--- config.mk ---
export PLATFORM = sky130hd
export DESIGN_NAME = example_demixer
export DESIGN_NICKNAME = d
export VERILOG_FILES = /design/src/rtl/example_mix_pkg.sv /design/src/rtl/example_demix_map.sv /design/src/rtl/example_demixer.sv
export SDC_FILE = /design/constraint.sdc
export NUM_CORES = 1
export LEC_CHECK = 0
export CORE_ASPECT_RATIO = 1.25
export CORE_MARGIN = 1
export CORE_UTILIZATION = 44
export CTS_CLUSTER_DIAMETER = 50
export DETAILED_ROUTE_END_ITERATION = 16
export HOLD_SLACK_MARGIN = 0.12
export PLACE_DENSITY = 0.74
export SETUP_SLACK_MARGIN = 0.5
export SYNTH_ARGS = -nofsm -noshare
export SYNTH_HDL_FRONTEND = slang
export SYNTH_SLANG_ARGS = --single-unit
--- constraint.sdc ---
create_clock -name clk -period 1.65 [get_ports clk]
set_clock_uncertainty 0.1 [all_clocks]
set_input_delay 0.33 -clock clk [delete_from_list [all_inputs] [get_ports clk]]
set_output_delay 0.33 -clock clk [all_outputs]
set_load 0.01 [all_outputs]
--- src/rtl/example_mix_pkg.sv ---
// example_mix_pkg: shared nibble-mix encoding used by both the mixer and demixer sides.
package example_mix_pkg;

    typedef logic [3:0] nibble_t;

    typedef struct packed {
        nibble_t a;
        nibble_t b;
    } pair_t;

    typedef enum logic {WAIT0, WAIT1} dmx_state_e;

    // A[0]/A[2] and A[1]/A[3] share a slot in beat0/beat1 respectively; same for B[2]/B[0], B[3]/B[1].
    localparam int POS_A_EVEN = 3;
    localparam int POS_A_ODD  = 1;
    localparam int POS_B_EVEN = 2;
    localparam int POS_B_ODD  = 0;

    function automatic nibble_t mix_beat0(input nibble_t a, input nibble_t b);
        nibble_t r;
        r             = '0;
        r[POS_A_EVEN] = a[0];
        r[POS_A_ODD]  = a[1];
        r[POS_B_EVEN] = b[2];
        r[POS_B_ODD]  = b[3];
        return r;
    endfunction

    function automatic nibble_t mix_beat1(input nibble_t a, input nibble_t b);
        nibble_t r;
        r             = '0;
        r[POS_A_EVEN] = a[2];
        r[POS_A_ODD]  = a[3];
        r[POS_B_EVEN] = b[0];
        r[POS_B_ODD]  = b[1];
        return r;
    endfunction

    function automatic pair_t demix(input nibble_t b0, input nibble_t b1);
        pair_t p;
        p.a = {b1[POS_A_ODD], b1[POS_A_EVEN], b0[POS_A_ODD], b0[POS_A_EVEN]};
        p.b = {b0[POS_B_ODD], b0[POS_B_EVEN], b1[POS_B_ODD], b1[POS_B_EVEN]};
        return p;
    endfunction

endpackage

--- src/rtl/example_demix_map.sv ---
// example_demix_map: combinational beat0/beat1 -> {A, B} unscrambling.
module example_demix_map
    import example_mix_pkg::*;
(
    input  logic [3:0] b0_i,
    input  logic [3:0] b1_i,
    output logic [3:0] a_o,
    output logic [3:0] b_o
);

    pair_t p;

    assign p   = demix(b0_i, b1_i);
    assign a_o = p.a;
    assign b_o = p.b;

endmodule

--- src/rtl/example_demixer.sv ---
// example_demixer: reassembles {A, B} pairs from a two-beat mixed nibble stream.
module example_demixer
    import example_mix_pkg::*;
#(
    parameter int CNT_W  = 8,
    parameter int PAIR_W = 16
) (
    input  logic              clk,
    input  logic              rst,
    input  logic              in_valid,
    output logic              in_ready,
    input  logic              in_sof,
    input  logic [3:0]        in_data,
    output logic              out_valid,
    input  logic              out_ready,
    output logic [3:0]        out_a,
    output logic [3:0]        out_b,
    output logic              sync_err,
    output logic [CNT_W-1:0]  err_cnt,
    output logic [PAIR_W-1:0] pair_cnt
);

    dmx_state_e        state_q, state_d;
    nibble_t           lo_q, lo_d, a_q, a_d, b_q, b_d, map_a, map_b;
    logic              vld_q, vld_d, err_q, err_d, xfer, load;
    logic [CNT_W-1:0]  cnt_q, cnt_d;
    logic [PAIR_W-1:0] pcnt_q, pcnt_d;

    example_demix_map u_map (
        .b0_i (lo_q),
        .b1_i (in_data),
        .a_o  (map_a),
        .b_o  (map_b)
    );

    // beat0 always has a home in lo_q; beat1 needs room in the output register
    always_comb begin
        in_ready = (state_q == WAIT0) || !vld_q || out_ready;
        xfer     = in_valid && in_ready;
        load     = xfer && (state_q == WAIT1) && !in_sof;
        err_d    = xfer && (in_sof == (state_q == WAIT1));
        state_d  = xfer ? (in_sof ? WAIT1 : WAIT0) : state_q;
        lo_d     = (xfer && in_sof) ? in_data : lo_q;
        a_d      = load ? map_a : a_q;
        b_d      = load ? map_b : b_q;
        vld_d    = load || (vld_q && !out_ready);
        cnt_d    = (err_d && !(&cnt_q)) ? cnt_q + 1'b1 : cnt_q;
        pcnt_d   = (vld_q && out_ready) ? pcnt_q + 1'b1 : pcnt_q;
    end

    always_ff @(posedge clk or posedge rst) begin
        if (rst) begin
            state_q <= WAIT0;
            lo_q    <= '0;
            a_q     <= '0;
            b_q     <= '0;
            vld_q   <= 1'b0;
            err_q   <= 1'b0;
            cnt_q   <= '0;
            pcnt_q  <= '0;
        end else begin
            state_q <= state_d;
            lo_q    <= lo_d;
            a_q     <= a_d;
            b_q     <= b_d;
            vld_q   <= vld_d;
            err_q   <= err_d;
            cnt_q   <= cnt_d;
            pcnt_q  <= pcnt_d;
        end
    end

    assign out_valid = vld_q;
    assign out_a     = a_q;
    assign out_b     = b_q;
    assign sync_err  = err_q;
    assign err_cnt   = cnt_q;
    assign pair_cnt  = pcnt_q;

endmodule

# Word-level counts from Yosys, hierarchy flattened
# Index checks and enable logic that the tools add are counted.
# classes
add_sub_neg,2
reduce_logical,16
n_eq_ne,1
n_bitwise,1
muxes,1
# ops
op,n
adder 16 x 1 -> 16 bit (second input constant),1
adder 8 x 1 -> 8 bit (second input constant),1
logical AND 1 bit,8
AND reduction 8 bit,1
zero test 1 bit,4
logical OR 1 bit,3
== test 1 bit,1
2-to-1 mux 1 bit,1
NOT 1 bit,1
# word_totals
ff_bits,39
output_inout_bits,35
in_bits,9
elab_cells,29

# Depth between registers and ports, before layout
# Gate-level depths: netlist of run 1.
# depth
depth_word,7
depth_mapped,5
mapped_depth_nobuf,5

# Hierarchy
# From an unflattened synthesis of run 1, not the netlist that was laid out.
# unflattened
cells_unflattened,144
area_unflattened_um2,1785.5
# modules_own_cells
mod,instances,area_per_inst_um2,cells_each,seq_area_each_um2
example_demixer,1,1725.4,136,975.9
example_demix_map,1,60.1,8,0.0

# Worst setup path after synthesis of run 1
# OpenSTA, ideal clock, no wires.
# synth_timing
path_kind,reg2reg
from,"register pcnt_q[0], in the netlist pair_cnt[0]"
to,"register pcnt_q[12], in the netlist pair_cnt[12]"
setup_ns,0.126
arrival_time_ns,1.507
t_required_ns,1.424
n_path_buf,0
slack_ns,-0.084
synth_period_minus_slack_ns,1.734
path_stages_with_launch,6
cell_sequence,dfrtp_1 -> ha_1 -> nand3_2 -> or4_4 -> nand2b_4 -> xnor2_2
# synth_via
elab_chain_len,1
# synth_rtl
element,line_no,rtl
start: declaration,example_demixer.sv:27,"logic [PAIR_W-1:0] pcnt_q, pcnt_d;"
start signal: assignment,example_demixer.sv:69,pcnt_q <= pcnt_d;
adder 16 x 1 -> 16 bit,example_demixer.sv:48,pcnt_d = (vld_q && out_ready) ? pcnt_q + 1'b1 : pcnt_q;
# Every way passes these cells.
# A chain may end at the register's enable or synchronous reset.

# Worst setup path in the final report of run 1
# layout_timing
from,"register pcnt_q[1], in the netlist pair_cnt[1]"
to,"register pcnt_q[12], in the netlist pair_cnt[12]"
# Same word-level chain as after synthesis.

==> flow_results.org, run 1 <==
** Drt
- Summed over all layers, the routed wires come to 5100 um.
- Initial drt markers :: 36
- WL per Instance :: around 16 um
- In this run the remaining antenna-violating nets after routing total 0.
- Detailed Routing Iterations Pass 1 :: 6
- Via count :: 1588
- In the routed design, unresolved DRC markers number 0.
- Vias per cell :: approximately 5

** Synth
- Most numerous cell in the Yosys netlist :: sky130_fd_sc_hd__dfrtp_1
- Cell variety after synth :: 36
- Combined area of all synthesized cells :: 0.00176 sq mm
- Yosys warnings :: 0
- In the synthesized netlist the dominant register cell turns out to be sky130_fd_sc_hd__dfrtp_1.
- Number of register bits inferred by synthesis :: 39
- Gate count after technology mapping :: between 100 and 150
- Sequential element share of the synthesized area :: 0.555
- Cells taking the most area after synthesis :: sky130_fd_sc_hd__dfrtp_1 56%, sky130_fd_sc_hd__mux2_2 8.3%, sky130_fd_sc_hd__xnor2_1 5.5%
- Async SR Flop Fraction :: 1.00
- Leading cell types by count after synthesis :: 39 x sky130_fd_sc_hd__dfrtp_1, 13 x sky130_fd_sc_hd__mux2_2, 13 x sky130_fd_sc_hd__nand2_1, 11 x sky130_fd_sc_hd__xnor2_1, 6 x sky130_fd_sc_hd__nand3_1
- The synthesized design spends more area on one cell type than any other, namely sky130_fd_sc_hd__dfrtp_1.
- Yosys top cell area share :: 0.555
- A synthesized cell averages approximately 13 sq um.
- When the netlist entered floorplanning its net count stood at 150.
- The synthesized design contains 0 enable-type register cells.

** Critical path
- Origin of the critical flop-to-flop path :: pair_cnt[1]
- Path type of the worst setup path :: reg -> reg
- For the worst setup path, the data arrival time is approximately 1.7 ns.
- The worst register-to-register path has a setup slack of a little over 0.005 ns.
- STA classifies the critical path startpoint as a flip-flop.
- The endpoint identified for the worst register-to-register timing path is pair_cnt[12].
- Worst setup EP type :: flip-flop
- Depth of the most critical reg-to-reg path :: 5
- Worst Path Max Fanout :: 3
- Data required, critical path :: 1.73 ns

** GRT
- Number of antenna violations at the first check in global routing :: 0
- Met3 global-route usage :: 0.0426
- For met2 alone, demand over resource in global routing was 0.409.
- The number of global-route vias before repair came to approximately 1600.
- The first global-routing pass estimated roughly 7400 um of wire.
- After global routing, the most crowded layer is met2.
- Largest net degree at the start of global routing :: 40
- For met1 alone, demand over resource in global routing was 0.288.
- Global routing finished with a remaining overflow of 0.
- For this run, the total global-route usage over all layers was measured as 0.232.

** CTS
- The tree is rooted in a sky130_fd_sc_hd__clkbuf_8.
- Clock tree synthesis inserted a total of 5 buffers.
- The H-tree generated during clock tree synthesis spans 2 levels.
- Counting every sink on the clock net gives 39.
- TritonCTS built the clock tree.
- Clock-pin slew was measured on the worst setup and hold paths at roughly 0.080 ns.
- Number of buffers inserted by hold repair at cts :: 0
- Clk buf depth :: 2
- Clock latency on the worst-skew pair, taken at its later pin, is 0.29 ns.

** Power and ir drop
- For this design the static power due to leakage is 0.00165 uW.
- Total power per unit cell area :: roughly 1200 mW/mm^2
- IR analysis of the VDD net gives a maximum drop of just under 0.001 V.

** STA
- Achievable frequency :: between 600 and 700 MHz
- Dividing the final minimum period by the clock period gives 0.997.
- Setup repair after global routing could not meet its margin everywhere.
- Final hold violations :: 0
- Final Max Tran Viols :: 0
- Max_slew headroom :: 0.755
- Number of failing setup endpoints in the final timing report :: 0
- Min Clock Period, post-route :: between 1.5 and 2 ns
- Worst slew pin tran :: 0.364 ns

** Place
- Placement Cell Area :: around 0.0025 sq mm
- Number of buffers added on ports :: 43
- Total half-perimeter wirelength after legalization and detailed placement :: roughly 2700 um
- At the end of routability-driven placement, the weighted congestion stood at about 0.75.

** Final layout
- Syn-to-layout area delta :: 83.3%
- Measured on the finished design, the core utilization comes to 0.844.
- Summing all non-filler instances in the final layout gives an area of roughly 0.0032 sq mm.
- Layout cells sized above 1 :: 0.668
- The net count of the finished layout is approximately 280.
- 0 antenna diodes ended up in the layout.

** Floorplanning
- The initial utilization of the core area, before any placement, comes to 0.461.
- The floorplan step defined a die boundary enclosing between 0.004 and 0.005 sq mm.
- Core outline area :: roughly 0.0038 sq mm
- From left edge to right edge, the die measures between 50 and 60 um.
- The initialized floorplan defines 25 standard-cell rows.
- Die H :: 72.7 um
- I/O pins :: 44

** Hold path
- Hold crit path type :: in -> async

** Run status
- The run finished with clean final reports.

** Flow run
- Across the run, the number of max-cap violations was 0.
repair_timing:
| action | 4_1_cts | 5_1_grt |
|---|---|---|
| pin swaps | 12 | 23 |
| setup buffers | 41 | 12 |
| cloned | 1 | 0 |
| resized for setup | 181 | 42 |
| endpoints found under the setup margin | 74 | 72 |
sequential cells by signal, summed over array words and instances, names as in the netlist:
signal,count
state_q,1
err_cnt,8
sync_err,1
out_a,4
out_b,4
pair_cnt,16
out_valid,1
lo_q,4
worst max-delay path: stages (launching register included):
cell and delay, ns:
sky130_fd_sc_hd__dfrtp_2 0.40, sky130_fd_sc_hd__ha_4 0.15, sky130_fd_sc_hd__nand3_4 0.06, sky130_fd_sc_hd__or4_4 0.53, sky130_fd_sc_hd__nand2b_4 0.17, sky130_fd_sc_hd__xnor2_2 0.13
layer usage:
metal | vias up | share of wire
li1 | 734 | -
met1 | 788 | 0.40
met2 | 52 | 0.54
met3 | 14 | 0.039
met4 | 0 | 0.023
met5 | - | 0
report_power, final:
group | switching (uW) | internal, uW
Clock | 340 | 450
Combinational | 644 | 1070
Sequential | 168 | 1170
Total | 1150 | 2690
final cells by class:
| class | instances | area (sq um) |
|---|---|---|
| clock buffers | 5 | 68.8 |
| clock inverters | 3 | 43.8 |
| fillers | 206 | 594 |
| inverters | 5 | 22.5 |
| multi-input cells | 95 | 1010 |
| flip-flops and latches | 39 | 985 |
| well taps | 54 | 67.6 |
| repair buffers | 118 | 1020 |
cell families after synthesis:
family                   count (synthesis)  synth area share
AND/OR/NAND/NOR                         51             0.177
flip-flops                              39             0.555
XOR/XNOR                                17            0.0890
multiplexers                            16             0.105
AO/OA/AOI/OAI                            8            0.0463
buffers and inverters                    6            0.0135
adder cells (fa/ha/maj)                  2            0.0142
per-stage QoR:
| stage | hold WS [ns] | std cells | TNS (ns) | total power [uW] | setup slack (ns) |
|---|---|---|---|---|---|
| after floorplan | 0.202 | 139 | 0 | 1810 | 0.00714 |
| after global placement | 0.353 | 257 | -10.02 | 2370 | -0.461 |
| after detailed placement | 0.366 | 257 | -10.18 | 2410 | -0.448 |
| after CTS | 0.335 | 307 | 0 | 3480 | 0.00945 |
| after global routing | 0.344 | 319 | -0.260 | 4020 | -0.0454 |
| final | 0.316 | 319 | 0 | 3840 | 0.00505 |
worst max path at each step:
| stage | startpoint | end | slack [ns] | cells past startpoint |
|---|---|---|---|---|
| after global placement | out_ready | in_ready | -0.46 | 4 |
| after floorplan | err_cnt[1] | err_cnt[1] | 0.007 | 4 |
| after detailed placement | out_ready | in_ready | -0.45 | 4 |
| after global routing | out_valid | err_cnt[0] | -0.05 | 6 |
| after CTS | pair_cnt[0] | pair_cnt[12] | 0.009 | 5 |
| final | pair_cnt[1] | pair_cnt[12] | 0.005 | 5 |
placed cells by master (no fill, tap or decap), types with 2 or more instances in the layout:
master,synthesis,final
sky130_fd_sc_hd__a31oi_1,2,2
sky130_fd_sc_hd__and2_1,2,2
sky130_fd_sc_hd__and3_1,4,4
sky130_fd_sc_hd__and3_2,2,2
sky130_fd_sc_hd__buf_2,1,22
sky130_fd_sc_hd__buf_4,0,44
sky130_fd_sc_hd__buf_6,0,43
sky130_fd_sc_hd__clkbuf_8,0,5
sky130_fd_sc_hd__clkdlybuf4s50_1,0,6
sky130_fd_sc_hd__dfrtp_1,39,32
sky130_fd_sc_hd__dfrtp_2,0,7
sky130_fd_sc_hd__dlygate4sd2_1,0,2
sky130_fd_sc_hd__ha_4,0,2
sky130_fd_sc_hd__inv_1,5,4
sky130_fd_sc_hd__mux2_4,1,15
sky130_fd_sc_hd__nand2_1,13,8
sky130_fd_sc_hd__nand2_2,0,3
sky130_fd_sc_hd__nand2_4,0,2
sky130_fd_sc_hd__nand3_1,6,4
sky130_fd_sc_hd__nand3_4,0,3
sky130_fd_sc_hd__nand4_1,5,5
sky130_fd_sc_hd__nand4b_4,0,2
sky130_fd_sc_hd__nor2_4,0,4
sky130_fd_sc_hd__o22a_1,2,2
sky130_fd_sc_hd__or2_4,0,2
sky130_fd_sc_hd__xnor2_1,11,8
sky130_fd_sc_hd__xnor2_2,1,4
sky130_fd_sc_hd__xor2_1,5,4
No activity file was read; power rests on OpenSTA's default activity.
==> inputs of run 2 (changes only) <==
Settings changed: CORE_MARGIN 1 to 3, HOLD_SLACK_MARGIN 0.12 to 0.06, SKIP_LAST_GASP set to 1.
==> run 2 against run 1 <==
  * The flow now finishes with violations (negative setup slack)
  * Worst setup slack lost 0.018 ns
  * Sequential cell count unchanged
  * Non-clock buffer count decreased by 10
  * Wire length rose by 4.2%
  * Via count is 2.7% lower
  * Core utilization decreased by 3.9 points
  * First-iteration DRC count rose by 89%
  * Die area is 13% higher
  * Cell count fell by 3.1%
  * Largest cell class is now sequential cells
  * Largest power group unchanged
  * Highest routed layer unchanged
==> flow_results.org, run 2 (same netlist as run 1, synthesis figures left out) <==
** STA
- Final critical-path setup slack :: -0.0125 ns
- The worst path in the final design needs a cycle of 1.66 ns, including I/O delays and setup.
- After routing, the total negative slack on setup checks comes to -0.0155 ns.
- Static timing analysis puts the maximum clock frequency at ~600 MHz.
- For the pin with the worst max-slew slack, the measured transition is 0.313 ns.
- The final max-slew violation count came to 0.
- In the finished design, the share of the clock period the worst path needs comes to 1.01.
- Final hold violations :: 0
- Number of failing setup endpoints in the final timing report :: 2
- In this run the tightest slew margin relative to its limit is 0.790.
- Setup repair after global routing could not meet its margin everywhere.

** Drt
- Vias per cell :: around 5
- For this block, the via count after detailed routing is around 1500.
- The routed design has between 5000 and 6000 um of wire.
- WL per Instance :: around 17 um
- After the first detailed-routing iteration, the DRC count stood at 68.
- Detailed Routing Iterations Pass 1 :: 4
- After detailed routing, the number of remaining DRC violations is 0.
- Once detail routing completed, the nets flagged for antenna violations numbered 0.

** Floorplanning
- Die Footprint :: 0.00479 sq mm
- Measured along the y axis, the die boundary spans roughly 77 um.
- Initial Utilization :: 0.461
- The region available for standard cell placement spans about 0.0038 sq mm.
- For this design the top-level I/O count stands at 44.
- In this run the core area contains 25 standard-cell rows.
- From left edge to right edge, the die measures about 63 um.

** Place
- Once detailed placement completed, the half-perimeter wirelength came to between 2000 and 3000 um.
- In this run the tool buffered the top-level ports with 43 buffer cells.
- At the end of routability-driven placement, the weighted congestion stood at approximately 0.86.
- Placement Cell Area :: 0.00251 sq mm

** Run status
- Failing checks :: negative setup slack
- The flow ran to the end, but the final reports show violations.

** Critical path
- Traced cell by cell, the critical path runs through ha_4 -> nand3_4 -> or4_4 -> nand2b_4 -> xnor2_2.
- The worst setup path is captured at a flip-flop.
- For this design, the slowest cell found on the critical path is sky130_fd_sc_hd__or4_4.
- Capture point of the worst reg-to-reg path :: pair_cnt[12]
- Data required, critical path :: between 1.5 and 2 ns
- The critical path starts at pair_cnt[0].
- Origin of the critical flop-to-flop path :: pair_cnt[0]
- Of all nets on the critical path, the largest fanout is 3.
- Worst-case register-to-register setup slack :: -0.01 ns
- STA classifies the critical path startpoint as a flip-flop.
- On the worst path, the slowest cell contributes a delay of about 0.53 ns.
- Data arrival time of the worst path :: 1.76 ns
- Depth of the most critical reg-to-reg path :: 5
- The critical path is of the reg -> reg type.

** GRT
- The number of antenna violations at the first check in global routing was 0.
- Entering global routing, the biggest net connects 40 pins.
- The first global-routing pass estimated between 7000 and 8000 um of wire.
- GRT Overall Usage :: 0.206
- For this run the aggregate overflow at the end of global routing stands at 0.
- The number of global-route vias before repair came to 1576.

** Power and ir drop
- The worst-case IR drop observed on VDD is 0.000878 V.
- Total power per unit cell area :: 1180 mW/mm^2
- Static power due to leakage :: about 0.0016 uW

** Final layout
- Final instance area :: around 0.0031 sq mm
- Combined area of the multi-input logic cells :: slightly below 0.001 sq mm
- Storage cell area :: roughly 1000 sq um
- The layout has approximately 230 filler cells.
- Commonest cells after routing, fill and taps aside :: 38 x sky130_fd_sc_hd__buf_6, 37 x sky130_fd_sc_hd__buf_4, 30 x sky130_fd_sc_hd__dfrtp_1
- Max reg flops :: 16
- Most common library cell in the layout ignoring fill and taps :: sky130_fd_sc_hd__buf_6
- After the last flow step, the layout net total stands at between 200 and 300.
- Layout cells sized above 1 :: 0.655
- Relative to the synthesized area, the layout overhead comes to 74.8%.
- 0 antenna diodes ended up in the layout.
- Once layout is complete, the utilization of the core stands at 0.805.

** Hold path
- Hold crit path type :: in -> async

** CTS
- Insertion delay of the later-clocked pin in the worst-skew pair :: around 0.30 ns
- Clock tree synthesis inserted a total of 5 buffers.
- TritonCTS built the clock tree.
- After clock tree synthesis, the clock-pin slew on the worst setup and hold paths is 0.08 ns.
- Number of buffers inserted by hold repair at cts :: 0
- Number of sinks handled by clock tree synthesis :: 39
- The root buffer cell chosen for the clock tree is sky130_fd_sc_hd__clkbuf_8.
- Number of levels the H-tree was split into :: 2
- In this run the deepest clock path goes through 2 buffers.

** Flow run
- Maximum Capacitance Violations :: 0
[run 2: final cells by class]
type	count	area share
clock buffer	5	0.0224
clock inverter	3	0.00651
inverter	5	0.00733
multi-input combinational	95	0.320
sequential	39	0.321
tap	54	0.0220
timing repair buffer	108	0.300
[run 2: how the worst max path moves through the flow]
| stage | endpoint | slack (ns) | cells after the start |
|---|---|---|---|
| finish | pair_cnt[12] | -0.01 | 5 |
| global route | pair_cnt[15] | -0.11 | 6 |
| CTS | pair_cnt[12] | 0.02 | 5 |
| detailed placement | in_ready | -0.45 | 4 |
| global placement | in_ready | -0.43 | 4 |
| floorplan | err_cnt[1] | 0.007 | 4 |
[run 2: critical path: cells and delay by family, from the launching register on]
kind / cells / cell delay (ns)
flops: 1 / 0.41
fa+ha+maj: 1 / 0.16
xor+xnor: 1 / 0.12
simple gates: 3 / 0.77
[run 2: stage by stage]
step	setup slack, ns	hold WS, ns	std cells	power [uW]
after floorplan	0.00714	0.202	139	1810
after global placement	-0.434	0.352	257	2380
after detailed placement	-0.447	0.354	257	2460
after CTS	0.0248	0.320	298	3290
after global routing	-0.113	0.315	309	3790
final	-0.0125	0.318	309	3610
[run 2: what timing repair did]
item                                    4_1_cts  5_1_grt
buffers inserted                             32       11
pin swaps                                    14       23
cloned                                        1        0
gates resized for setup                     177       36
endpoints found under the setup margin       74       73
[run 2: per-layer routing]
metal,vias to the layer above,global-route usage,share of wire
li1,717,-,-
met1,767,0.241,0.38
met2,46,0.366,0.55
met3,15,0.0542,0.040
met4,0,0.0662,0.028
met5,-,0,0
[run 2: report_power, final]
group	switching (uW)	internal, uW	total, uW	leakage [uW]
Clock	357	294	651	0.0000402
Sequential	173	1170	1340	0.000478
Combinational	636	984	1620	0.00104
Total	1170	2450	3610	0.00156
